**src/rtl/lcd_time_writer_if.sv**
```systemverilog
// Byte channel between the time writer and an LCD display interface.
//   chcode    : character or command byte
//   ch_is_cmd : 1 = command byte, 0 = data byte
//   ch_valid  : chcode/ch_is_cmd are valid
//   ch_ready  : consumer accepts the byte in this cycle
// The byte transfers on a cycle where ch_valid and ch_ready are both high.
interface lcd_time_writer_if;
  logic [7:0] chcode;
  logic       ch_is_cmd;
  logic       ch_valid;
  logic       ch_ready;

  modport master (
    output chcode,
    output ch_is_cmd,
    output ch_valid,
    input  ch_ready
  );

  modport slave (
    input  chcode,
    input  ch_is_cmd,
    input  ch_valid,
    output ch_ready
  );
endinterface

```
**src/rtl/lcd_time_writer.sv**
```systemverilog
// lcd_time_writer: periodically renders an HH:MM:SS clock onto one LCD line.
// Each frame is one address command followed by eight characters
// "HH:MM:SS", sent over a valid/ready byte channel.
//
// Ports
//   clk        : system clock, all state on the rising edge
//   rst        : asynchronous, active-low reset
//   time_bcd   : six BCD digits, [23:20] hour tens .. [3:0] second units
//   update_req : single-cycle request for an immediate redraw
//   ch         : byte channel (master side): chcode, ch_is_cmd, ch_valid, ch_ready
//   busy       : a frame is in progress
//   frame_done : one-cycle pulse in the final cycle of a frame
module lcd_time_writer #(
  parameter int unsigned REFRESH_CYCLES = 1000,
  parameter logic [7:0]  LINE_ADDR      = 8'h80
) (
  input  logic                      clk,
  input  logic                      rst,
  input  logic [23:0]               time_bcd,
  input  logic                      update_req,
  lcd_time_writer_if.master         ch,
  output logic                      busy,
  output logic                      frame_done
);

  localparam int CNT_W = (REFRESH_CYCLES > 2) ? $clog2(REFRESH_CYCLES) : 1;
  localparam logic [CNT_W-1:0] RELOAD = CNT_W'(REFRESH_CYCLES - 1);

  localparam logic [1:0] S_IDLE = 2'd0;
  localparam logic [1:0] S_LOAD = 2'd1;
  localparam logic [1:0] S_SEND = 2'd2;
  localparam logic [1:0] S_NEXT = 2'd3;

  localparam logic [3:0] LAST_IDX = 4'd8;

  logic [1:0]       state_q, state_d;
  logic [3:0]       idx_q, idx_d;
  logic [23:0]      snap_q, snap_d;
  logic             pend_q, pend_d;
  logic [CNT_W-1:0] cnt_q, cnt_d;
  logic [7:0]       chcode_q, chcode_d;
  logic             is_cmd_q, is_cmd_d;
  logic             ch_valid_q, ch_valid_d;
  logic             busy_q, busy_d;
  logic             fd_q, fd_d;
  logic             refresh_tick;

  // ASCII for one BCD nibble; anything that is not a decimal digit shows '?'.
  function automatic logic [7:0] digit_char(input logic [3:0] nib);
    if (nib > 4'd9) return 8'h3F;
    return 8'h30 + {4'h0, nib};
  endfunction

  // Byte at position idx of the frame "<addr>HH:MM:SS".
  function automatic logic [7:0] frame_byte(input logic [3:0] idx, input logic [23:0] t);
    case (idx)
      4'd0:    return LINE_ADDR;
      4'd1:    return digit_char(t[23:20]);
      4'd2:    return digit_char(t[19:16]);
      4'd4:    return digit_char(t[15:12]);
      4'd5:    return digit_char(t[11:8]);
      4'd7:    return digit_char(t[7:4]);
      4'd8:    return digit_char(t[3:0]);
      default: return 8'h3A;
    endcase
  endfunction

  // The counter is reloaded with REFRESH_CYCLES-1 at LOAD, so it "reaches
  // zero" on the cycle it holds 1; acting then keeps automatic LOADs exactly
  // REFRESH_CYCLES apart. The reset value 0 also counts as expired, which
  // starts a frame on the first edge after reset.
  assign refresh_tick = (cnt_q <= CNT_W'(1));

  always_comb begin
    state_d = state_q;
    idx_d   = idx_q;
    snap_d  = snap_q;
    pend_d  = pend_q;
    cnt_d   = refresh_tick ? RELOAD : cnt_q - CNT_W'(1);
    case (state_q)
      S_IDLE: begin
        if (refresh_tick || update_req || pend_q) state_d = S_LOAD;
      end
      S_LOAD: begin
        snap_d  = time_bcd;
        idx_d   = 4'd0;
        cnt_d   = RELOAD;
        // A request arriving in this very cycle still earns a redraw.
        pend_d  = update_req;
        state_d = S_SEND;
      end
      S_SEND: begin
        pend_d = pend_q | update_req | refresh_tick;
        if (ch_valid_q && ch.ch_ready) state_d = S_NEXT;
      end
      S_NEXT: begin
        pend_d = pend_q | update_req | refresh_tick;
        if (idx_q == LAST_IDX) begin
          state_d = S_IDLE;
        end else begin
          idx_d   = idx_q + 4'd1;
          state_d = S_SEND;
        end
      end
      default: state_d = S_IDLE;
    endcase
  end

  // Outputs are registered from the next state, so the byte is loaded as
  // SEND is entered and simply held while the consumer stalls.
  always_comb begin
    chcode_d = chcode_q;
    is_cmd_d = is_cmd_q;
    if (state_d == S_SEND) begin
      chcode_d = frame_byte(idx_d, snap_d);
      is_cmd_d = (idx_d == 4'd0);
    end
    ch_valid_d = (state_d == S_SEND);
    busy_d     = (state_d != S_IDLE);
    fd_d       = (state_d == S_NEXT) && (idx_d == LAST_IDX);
  end

  always_ff @(posedge clk or negedge rst) begin
    if (!rst) begin
      state_q    <= S_IDLE;
      idx_q      <= 4'd0;
      snap_q     <= 24'h0;
      pend_q     <= 1'b0;
      cnt_q      <= '0;
      chcode_q   <= 8'h00;
      is_cmd_q   <= 1'b0;
      ch_valid_q <= 1'b0;
      busy_q     <= 1'b0;
      fd_q       <= 1'b0;
    end else begin
      state_q    <= state_d;
      idx_q      <= idx_d;
      snap_q     <= snap_d;
      pend_q     <= pend_d;
      cnt_q      <= cnt_d;
      chcode_q   <= chcode_d;
      is_cmd_q   <= is_cmd_d;
      ch_valid_q <= ch_valid_d;
      busy_q     <= busy_d;
      fd_q       <= fd_d;
    end
  end

  assign ch.chcode    = chcode_q;
  assign ch.ch_is_cmd = is_cmd_q;
  assign ch.ch_valid  = ch_valid_q;
  assign busy         = busy_q;
  assign frame_done   = fd_q;

endmodule

```
**src/flat_wrapper.sv**
```systemverilog
// flat-port wrapper written by rule: the top's interface ports become plain ports
module lcd_time_writer_flat 
#(
  parameter int unsigned REFRESH_CYCLES = 1000,
  parameter logic [7:0]  LINE_ADDR      = 8'h80
)
  (clk, rst, time_bcd, update_req, busy, frame_done, ch_chcode, ch_ch_is_cmd, ch_ch_valid, ch_ch_ready);
  lcd_time_writer_if ch_i ();
  input  logic clk;
  input  logic rst;
  input  logic [23:0] time_bcd;
  input  logic update_req;
  output logic busy;
  output logic frame_done;
  output wire logic [$bits(ch_i.chcode)-1:0] ch_chcode;
  output wire logic [$bits(ch_i.ch_is_cmd)-1:0] ch_ch_is_cmd;
  output wire logic [$bits(ch_i.ch_valid)-1:0] ch_ch_valid;
  input wire logic [$bits(ch_i.ch_ready)-1:0] ch_ch_ready;
  assign ch_chcode = ch_i.chcode;
  assign ch_ch_is_cmd = ch_i.ch_is_cmd;
  assign ch_ch_valid = ch_i.ch_valid;
  assign ch_i.ch_ready = ch_ch_ready;
  lcd_time_writer #(.REFRESH_CYCLES(REFRESH_CYCLES), .LINE_ADDR(LINE_ADDR)) u_core (.clk(clk), .rst(rst), .time_bcd(time_bcd), .update_req(update_req), .ch(ch_i), .busy(busy), .frame_done(frame_done));
endmodule
```
**config.mk**
```make
export PLATFORM = sky130hd
export DESIGN_NAME = lcd_time_writer_flat
export DESIGN_NICKNAME = d
export VERILOG_FILES = /design/src/rtl/lcd_time_writer_if.sv /design/src/rtl/lcd_time_writer.sv /design/src/flat_wrapper.sv
export SDC_FILE = /design/constraint.sdc
export NUM_CORES = 1
export LEC_CHECK = 0
export CAP_MARGIN = 20
export CORE_UTILIZATION = 55
export CTS_CLUSTER_SIZE = 10
export DETAILED_ROUTE_END_ITERATION = 7
export DONT_BUFFER_PORTS = 1
export GPL_ROUTABILITY_DRIVEN = 0
export PLACE_DENSITY = 0.71
export SKIP_LAST_GASP = 1
export SLEW_MARGIN = 20
export SYNTH_ARGS = -nofsm -noshare
export SYNTH_HDL_FRONTEND = slang
export SYNTH_SLANG_ARGS = --single-unit
```
**constraint.sdc**
```tcl
create_clock -name clk -period 5.4 [get_ports clk]
set_input_delay 1.08 -clock clk [delete_from_list [all_inputs] [get_ports clk]]
set_output_delay 1.08 -clock clk [all_outputs]
set_load 0.02 [all_outputs]
```
# After elaboration in Yosys (flattened, before gate mapping)
# Cells that the tools add are included.
[totals] register_bits=53 inputBits=28 out_inout_bits=12 word_cells=89
[op_classes] add_sub_neg=8 order_cmp=7 n_eq_ne=12 muxes=41 bitwise_logic=2 n_reduce_logical=9
[ops] operator="2-to-1 mux 8 bit" n=12
[ops] operator="one-hot mux 8 bit (7 select lines)" n=1
[ops] operator="adder 6 x 4 -> 7 bit (first input constant)" n=6
[ops] operator="> comparator 4 bit (second input constant)" n=6
[ops] operator="2-to-1 mux 24 bit" n=1
[ops] operator="2-to-1 mux 10 bit" n=2
[ops] operator="2-to-1 mux 1 bit" n=18
[ops] operator="equality test 4 x 3 -> 1 bit (second input constant)" n=3
[ops] operator="less-or-equal comparator 10 x 1 -> 1 bit (second input constant)" n=1
[ops] operator="subtractor 10 x 1 -> 10 bit (second input constant)" n=1
[ops] operator="equality test 2 bit (second input constant)" n=4
[ops] operator="equality test 4 bit (second input constant)" n=2
[ops] operator="one-hot mux 2 bit (4 select lines)" n=1
[ops] operator="one-hot mux 4 bit (2 select lines)" n=1
[ops] operator="2-to-1 mux 2 bit" n=3
[ops] operator="adder 4 x 1 -> 4 bit (second input constant)" n=1
[ops] operator="equality test 4 x 1 -> 1 bit (second input constant)" n=1
[ops] operator="equality test 4 x 2 -> 1 bit (second input constant)" n=1
[ops] operator="logical NOT 4 bit" n=1
[ops] operator="2-to-1 mux 4 bit" n=1
[ops] operator="nonzero test 2 bit" n=2
[ops] operator="equality test 2 x 1 -> 1 bit (second input constant)" n=1
[ops] operator="logical AND 1 bit" n=2
[ops] operator="logical NOT 2 bit" n=1
[ops] operator="other kinds (4)" n=6

# Longest topological paths before layout
[logic_depth] depth_word=9 depth_mapped=11 depth_no_buf=10

# Worst setup path before layout
# Ideal clock, no wire load.
[synth_path] path_kind="input port to flip-flop" start="input port time_bcd[13]" end="register u_core.chcode_q[0] (netlist: u_core.ch.chcode[0])" setup_time_ns=0.121 arrival_ns=2.053 required_time_ns=5.279 setup_slack_ns=3.226 path_stages=6 path_buffers=0 cell_sequence="or3_1 a31oi_1 nor3_1 o21ai_0 o211ai_1 a22o_1"
[synth_via] elab_chain_cells=7
[synth_lines] item="start, declared" line_no="flat_wrapper.sv:11" text="input logic [23:0] time_bcd;"
[synth_lines] item="2-to-1 mux 24 bit" line_no="lcd_time_writer.sv:80" text="case (state_q)"
[synth_lines] item="> comparator 4 bit" line_no="lcd_time_writer.sv:50" text="if (nib > 4'd9) return 8'h3F;"
[synth_lines] item="2-to-1 mux 1 bit" line_no="lcd_time_writer.sv:50"
[synth_lines] item="2-to-1 mux 1 bit" line_no="lcd_time_writer.sv:56" text="case (idx)"
[synth_lines] item="2-to-1 mux 1 bit" line_no="lcd_time_writer.sv:114" text="if (state_d == S_SEND) begin"
[synth_lines] item="2-to-1 mux 8 bit" line_no="lcd_time_writer.sv:51" text="return 8'h30 + {4'h0, nib};"
[synth_lines] item="one-hot mux 8 bit (7 select lines)" line_no="lcd_time_writer.sv:56"
[synth_lines] item="end signal, assigned" line_no="lcd_time_writer.sv:141" text="chcode_q <= chcode_d;"
[synth_lines] item="end, declared" line_no="lcd_time_writer.sv:41" text="logic [7:0] chcode_q, chcode_d;"
# Every way passes these cells. The select of a mux whose other input is x is not followed.
# A chain may end at the register's enable or synchronous reset.

# Worst setup path after layout
[layout_path] start="register u_core.state_q[0]" end="register u_core.chcode_q[0] (netlist: u_core.ch.chcode[0])"
[layout_via] elab_chain_cells=8 elab_cells_between_ends=54 classes_between="6 x add/sub; 6 x order compare; 10 x eq/ne; 30 x mux; 2 x reduce/logical"
[layout_lines] item="start, declared" line_no="lcd_time_writer.sv:36" text="logic [1:0] state_q, state_d;"
[layout_lines] item="start signal, assigned" line_no="lcd_time_writer.sv:136" text="state_q <= state_d;"
[layout_lines] item="equality test 2 x 1 -> 1 bit" line_no="lcd_time_writer.sv:80"
[layout_lines] item="2-to-1 mux 24 bit" line_no="lcd_time_writer.sv:80"
[layout_lines] item="named net u_core.snap_d[23]" line_no="lcd_time_writer.sv:38" text="logic [23:0] snap_q, snap_d;"
[layout_lines] item="> comparator 4 bit" line_no="lcd_time_writer.sv:50"
[layout_lines] item="2-to-1 mux 1 bit" line_no="lcd_time_writer.sv:50"
[layout_lines] item="2-to-1 mux 1 bit" line_no="lcd_time_writer.sv:56"
[layout_lines] item="2-to-1 mux 1 bit" line_no="lcd_time_writer.sv:114"
[layout_lines] item="2-to-1 mux 8 bit" line_no="lcd_time_writer.sv:51"
[layout_lines] item="one-hot mux 8 bit (7 select lines)" line_no="lcd_time_writer.sv:56"
# The timed path passes the listed nets, and every way through them passes these cells. The select of a mux whose other input is x is not followed.

==> implementation parameters <==
Parameter                              Value

Run status
  Status ... finished clean

GRT
  Pin count of the biggest net entering global routing ... 52
  Total routing usage reported by global routing ... 0.2492
  Global-route wire length before repair ... 9956 µm
  Total grt overflow ... 0
  Initial antenna violation count ... 0
  Via count of the first global-routing pass ... 2002

Worst setup path
  Critical-path top delay cell ... sky130_fd_sc_hd__nor2b_2
  Crit path launch type ... flop
  Buffer and inverter count on the worst path ... 1
  Cell family contributing the most delay on the critical path ... compound AO/OA/AOI/OAI gates
  Crit path kind ... reg -> reg
  Nature of the critical path endpoint ... flop
  Worst path arrival time ... 3.17 ns
  Path depth of the worst reg2reg path ... 8
  CP peak stage delay ... 0.63 ns
  Worst path required time ... 5.60 ns
  Reg2Reg Capture Point ... u_core.ch.chcode[0]
  Reg2reg start ... u_core.state_q[0]
  Worst reg-to-reg setup slack ... 2.43 ns
  Crit-path max FO ... 27
  Chain of cells forming the critical path ... nor2b_2 -> buf_4 -> mux2_2 -> o311ai_0 -> a311oi_1 -> o21ai_0 -> o211ai_1 -> a22o_1

Floorplanning
  Row cnt ... 25
  DIE AREA ... 0.005180 mm²
  Horizontal die dimension ... 71.97 µm
  Core Region ... 0.004723 mm²
  Effective utilization at floorplan ... 0.5701
  DIE HEIGHT ... 71.97 µm
  Top-Level Pins ... 40

Timing
  Final setup violation count ... 0
  Max Clk Rate ... 336.8 MHz
  Final hold vios ... 0
  Summed negative setup slack over all endpoints ... 0 ns
  Worst-Margin Slew ... 0.7570 ns
  Slew headroom ... 0.4884
  Final Max Tran Viols ... 0
  Clock tree skew after final layout ... 0.006758 ns
  Unrepaired setup endpoints after global routing ... no
  Share of the clock period used by the worst path after layout ... 0.5498
  Post-layout minimum cycle time ... 2.969 ns

Synthesis
  Post-synth EDFFs ... 0
  Most used flip-flop cell after synthesis ... sky130_fd_sc_hd__dfrtp_1
  Post-synthesis cell type count ... 55
  Seq/Total Area, Yosys ... 0.4740
  Cell with the most instances after synthesis ... sky130_fd_sc_hd__nand2_1
  Main area contributors after synthesis ... sky130_fd_sc_hd__dfrtp_1, sky130_fd_sc_hd__nand2_1, sky130_fd_sc_hd__a21oi_1
  Yosys warns ... 0
  Post-synth design cell area ... 0.002693 mm²
  Net Count, Synth ... 331
  Async set or reset register ratio after synthesis ... 1.000
  Flip-flop and latch count after synthesis ... 51
  Leading area contributor after synthesis ... sky130_fd_sc_hd__dfrtp_1
  Average cell area after synthesis ... 9.005 µm²
  Cell count after synthesis ... 299
  Share of Yosys cell area claimed by the top area cell type ... 0.4740
  Most frequent cells after synthesis ... sky130_fd_sc_hd__nand2_1, sky130_fd_sc_hd__dfrtp_1, sky130_fd_sc_hd__nor2_1

Power
  Static leakage power ... 1.242 nW
  Worst IR Drop VDD ... 0.2132 mV
  Power density over the cells ... 412.5 mW/mm²

Detailed routing
  Vias ... 2132
  Via count normalized by instance count ... 5.890
  First-pass DRT Iterations ... 5
  Avg WL per Cell ... 16.11 µm
  Final wirelength ... 5831 µm
  Detail Route Antenna Nets ... 0
  Iteration-0 DRC count of the detailed router ... 184
  Number of design rule violations left after detail routing ... 0

Layout
  Fillers ... 407
  Fraction of final layout cells sized beyond drive strength 1 ... 0.08814
  Count of antenna diodes in the layout ... 0
  Area taken by multi-input logic gates ... 0.001297 mm²
  Final net count ... 326
  Area taken by flip-flops and latches ... 0.001276 mm²
  Non-filler instance count after layout ... 362
  Final cell utilization of the core ... 0.5981
  Synth-to-layout area growth ... 4.926%

Place
  Half-perimeter wire length after placement ... 4249 µm
  Cell count after placement ... 354
  Port buffer count ... 0

CTS
  Number of sinks handled by clock tree synthesis ... 51
  Clk slew on worst S/H paths ... 0.09 ns
  Buffer type at the clock tree root ... sky130_fd_sc_hd__clkbuf_8
  Post-CTS setup repair buffer count ... 0
  Bufs on Longest Clock Path ... 2
  Number of buffers created by CTS ... 5
  Clock H-tree levels ... 2
  TritonCTS clock tree ... done
  # hold bufs at CTS ... 0
  Clk Latency, worst-skew pair ... 0.30 ns
  Number of resized instances in the post-cts repair step ... 0

Min path
  Class of the worst hold path ... in -> async

Job
  Count of maximum capacitance violations ... 0
## registers in the layout, summed over array words and instances (netlist names)
name and flops:
u_core.snap_q 24, u_core.pend_q 1, u_core.ch.chcode 6, u_core.state_q 2, u_core.ch.ch_is_cmd 1, u_core.frame_done 1, u_core.cnt_q 10, u_core.busy 1
u_core.ch.ch_valid 1, u_core.idx_q 4
## worst register-to-register path: stages, from the launching register on
cell	delay [ns]
sky130_fd_sc_hd__dfrtp_1	0.62
sky130_fd_sc_hd__nor2b_2	0.63
sky130_fd_sc_hd__buf_4	0.39
sky130_fd_sc_hd__mux2_2	0.40
sky130_fd_sc_hd__o311ai_0	0.16
sky130_fd_sc_hd__a311oi_1	0.17
sky130_fd_sc_hd__o21ai_0	0.20
sky130_fd_sc_hd__o211ai_1	0.10
sky130_fd_sc_hd__a22o_1	0.20
## how the worst max path moves through the flow
stage,from,end,slack (ns),cells after the start
3_5_place_dp,u_core.state_q[0],u_core.ch.chcode[0],2.48,8
2_1_floorplan,time_bcd[13],u_core.ch.chcode[0],3.23,6
3_3_place_gp,u_core.state_q[0],u_core.ch.chcode[0],2.55,8
4_1_cts,u_core.state_q[0],u_core.ch.chcode[0],2.47,8
5_1_grt,u_core.state_q[0],u_core.ch.chcode[0],2.18,8
6_report,u_core.state_q[0],u_core.ch.chcode[0],2.43,8
## report_power, final
part	switching, mW	internal [mW]
registers	0.109	0.464
clock network	0.124	0.117
logic	0.205	0.147
## layer usage
layer,up-vias,routed length (µm),GRT usage
met5,-,0,0
met4,0,55,0.05229
met3,5,295,0.05000
met2,59,2581,0.3763
met1,1020,2897,0.3758
li1,1048,-,-
## layout make-up
cell class                 count  area share
multi-input combinational    222      0.4593
sequential                    51      0.4517
clock buffer                   7     0.03410
tap                           67     0.02967
inverter                      12     0.01727
timing repair buffer           2    0.005314
clock inverter                 1    0.002657
## per-stage QoR
step                      hold WS (ns)  area, µm²  setup slack (ns)  power [mW]
final                           0.4649       2825             2.431       1.165
after global routing            0.4433       2825             2.179       1.250
after CTS                       0.4536       2825             2.470       1.170
after detailed placement        0.4676       2721             2.482      0.9280
after global placement          0.4617       2721             2.547      0.9171
after floorplan                 0.4397       2693             3.226      0.8443
## logic make-up (layout without fill, tap and decap cells)
| logic type | count (synthesis) | count (layout) | synth area share |
|---|---|---|---|
| simple gates | 132 | 132 | 0.2263 |
| fa+ha+maj | 4 | 4 | 0.01859 |
| flops | 51 | 51 | 0.4740 |
| xor+xnor | 6 | 6 | 0.01952 |
| other cells | 1 | 1 | 0.001393 |
| buf+inv | 26 | 22 | 0.04414 |
| mux | 10 | 10 | 0.03950 |
| compound gates | 69 | 69 | 0.1766 |
## cell usage in the layout, fill, tap and decap left out, drive strengths merged, types with 2 or more instances in the layout
master / instances
and2: 2
mux2i: 5
o311ai: 2
nor3: 14
a22o: 3
buf: 2
a22oi: 2
a311oi: 3
xor2: 2
nand4: 5
and3: 4
dfrtp: 51
a31oi: 5
nand3: 5
xnor2: 4
nor2: 19
inv: 11
a21oi: 19
nor4: 3
a21o: 3
clkbuf: 7
mux2: 5
o31ai: 2
o21ai: 11
o211ai: 3
o22a: 2
ha: 4
a211oi: 7
nand2: 70
or3: 4
Note: power is estimated with default switching activity, not from simulation.
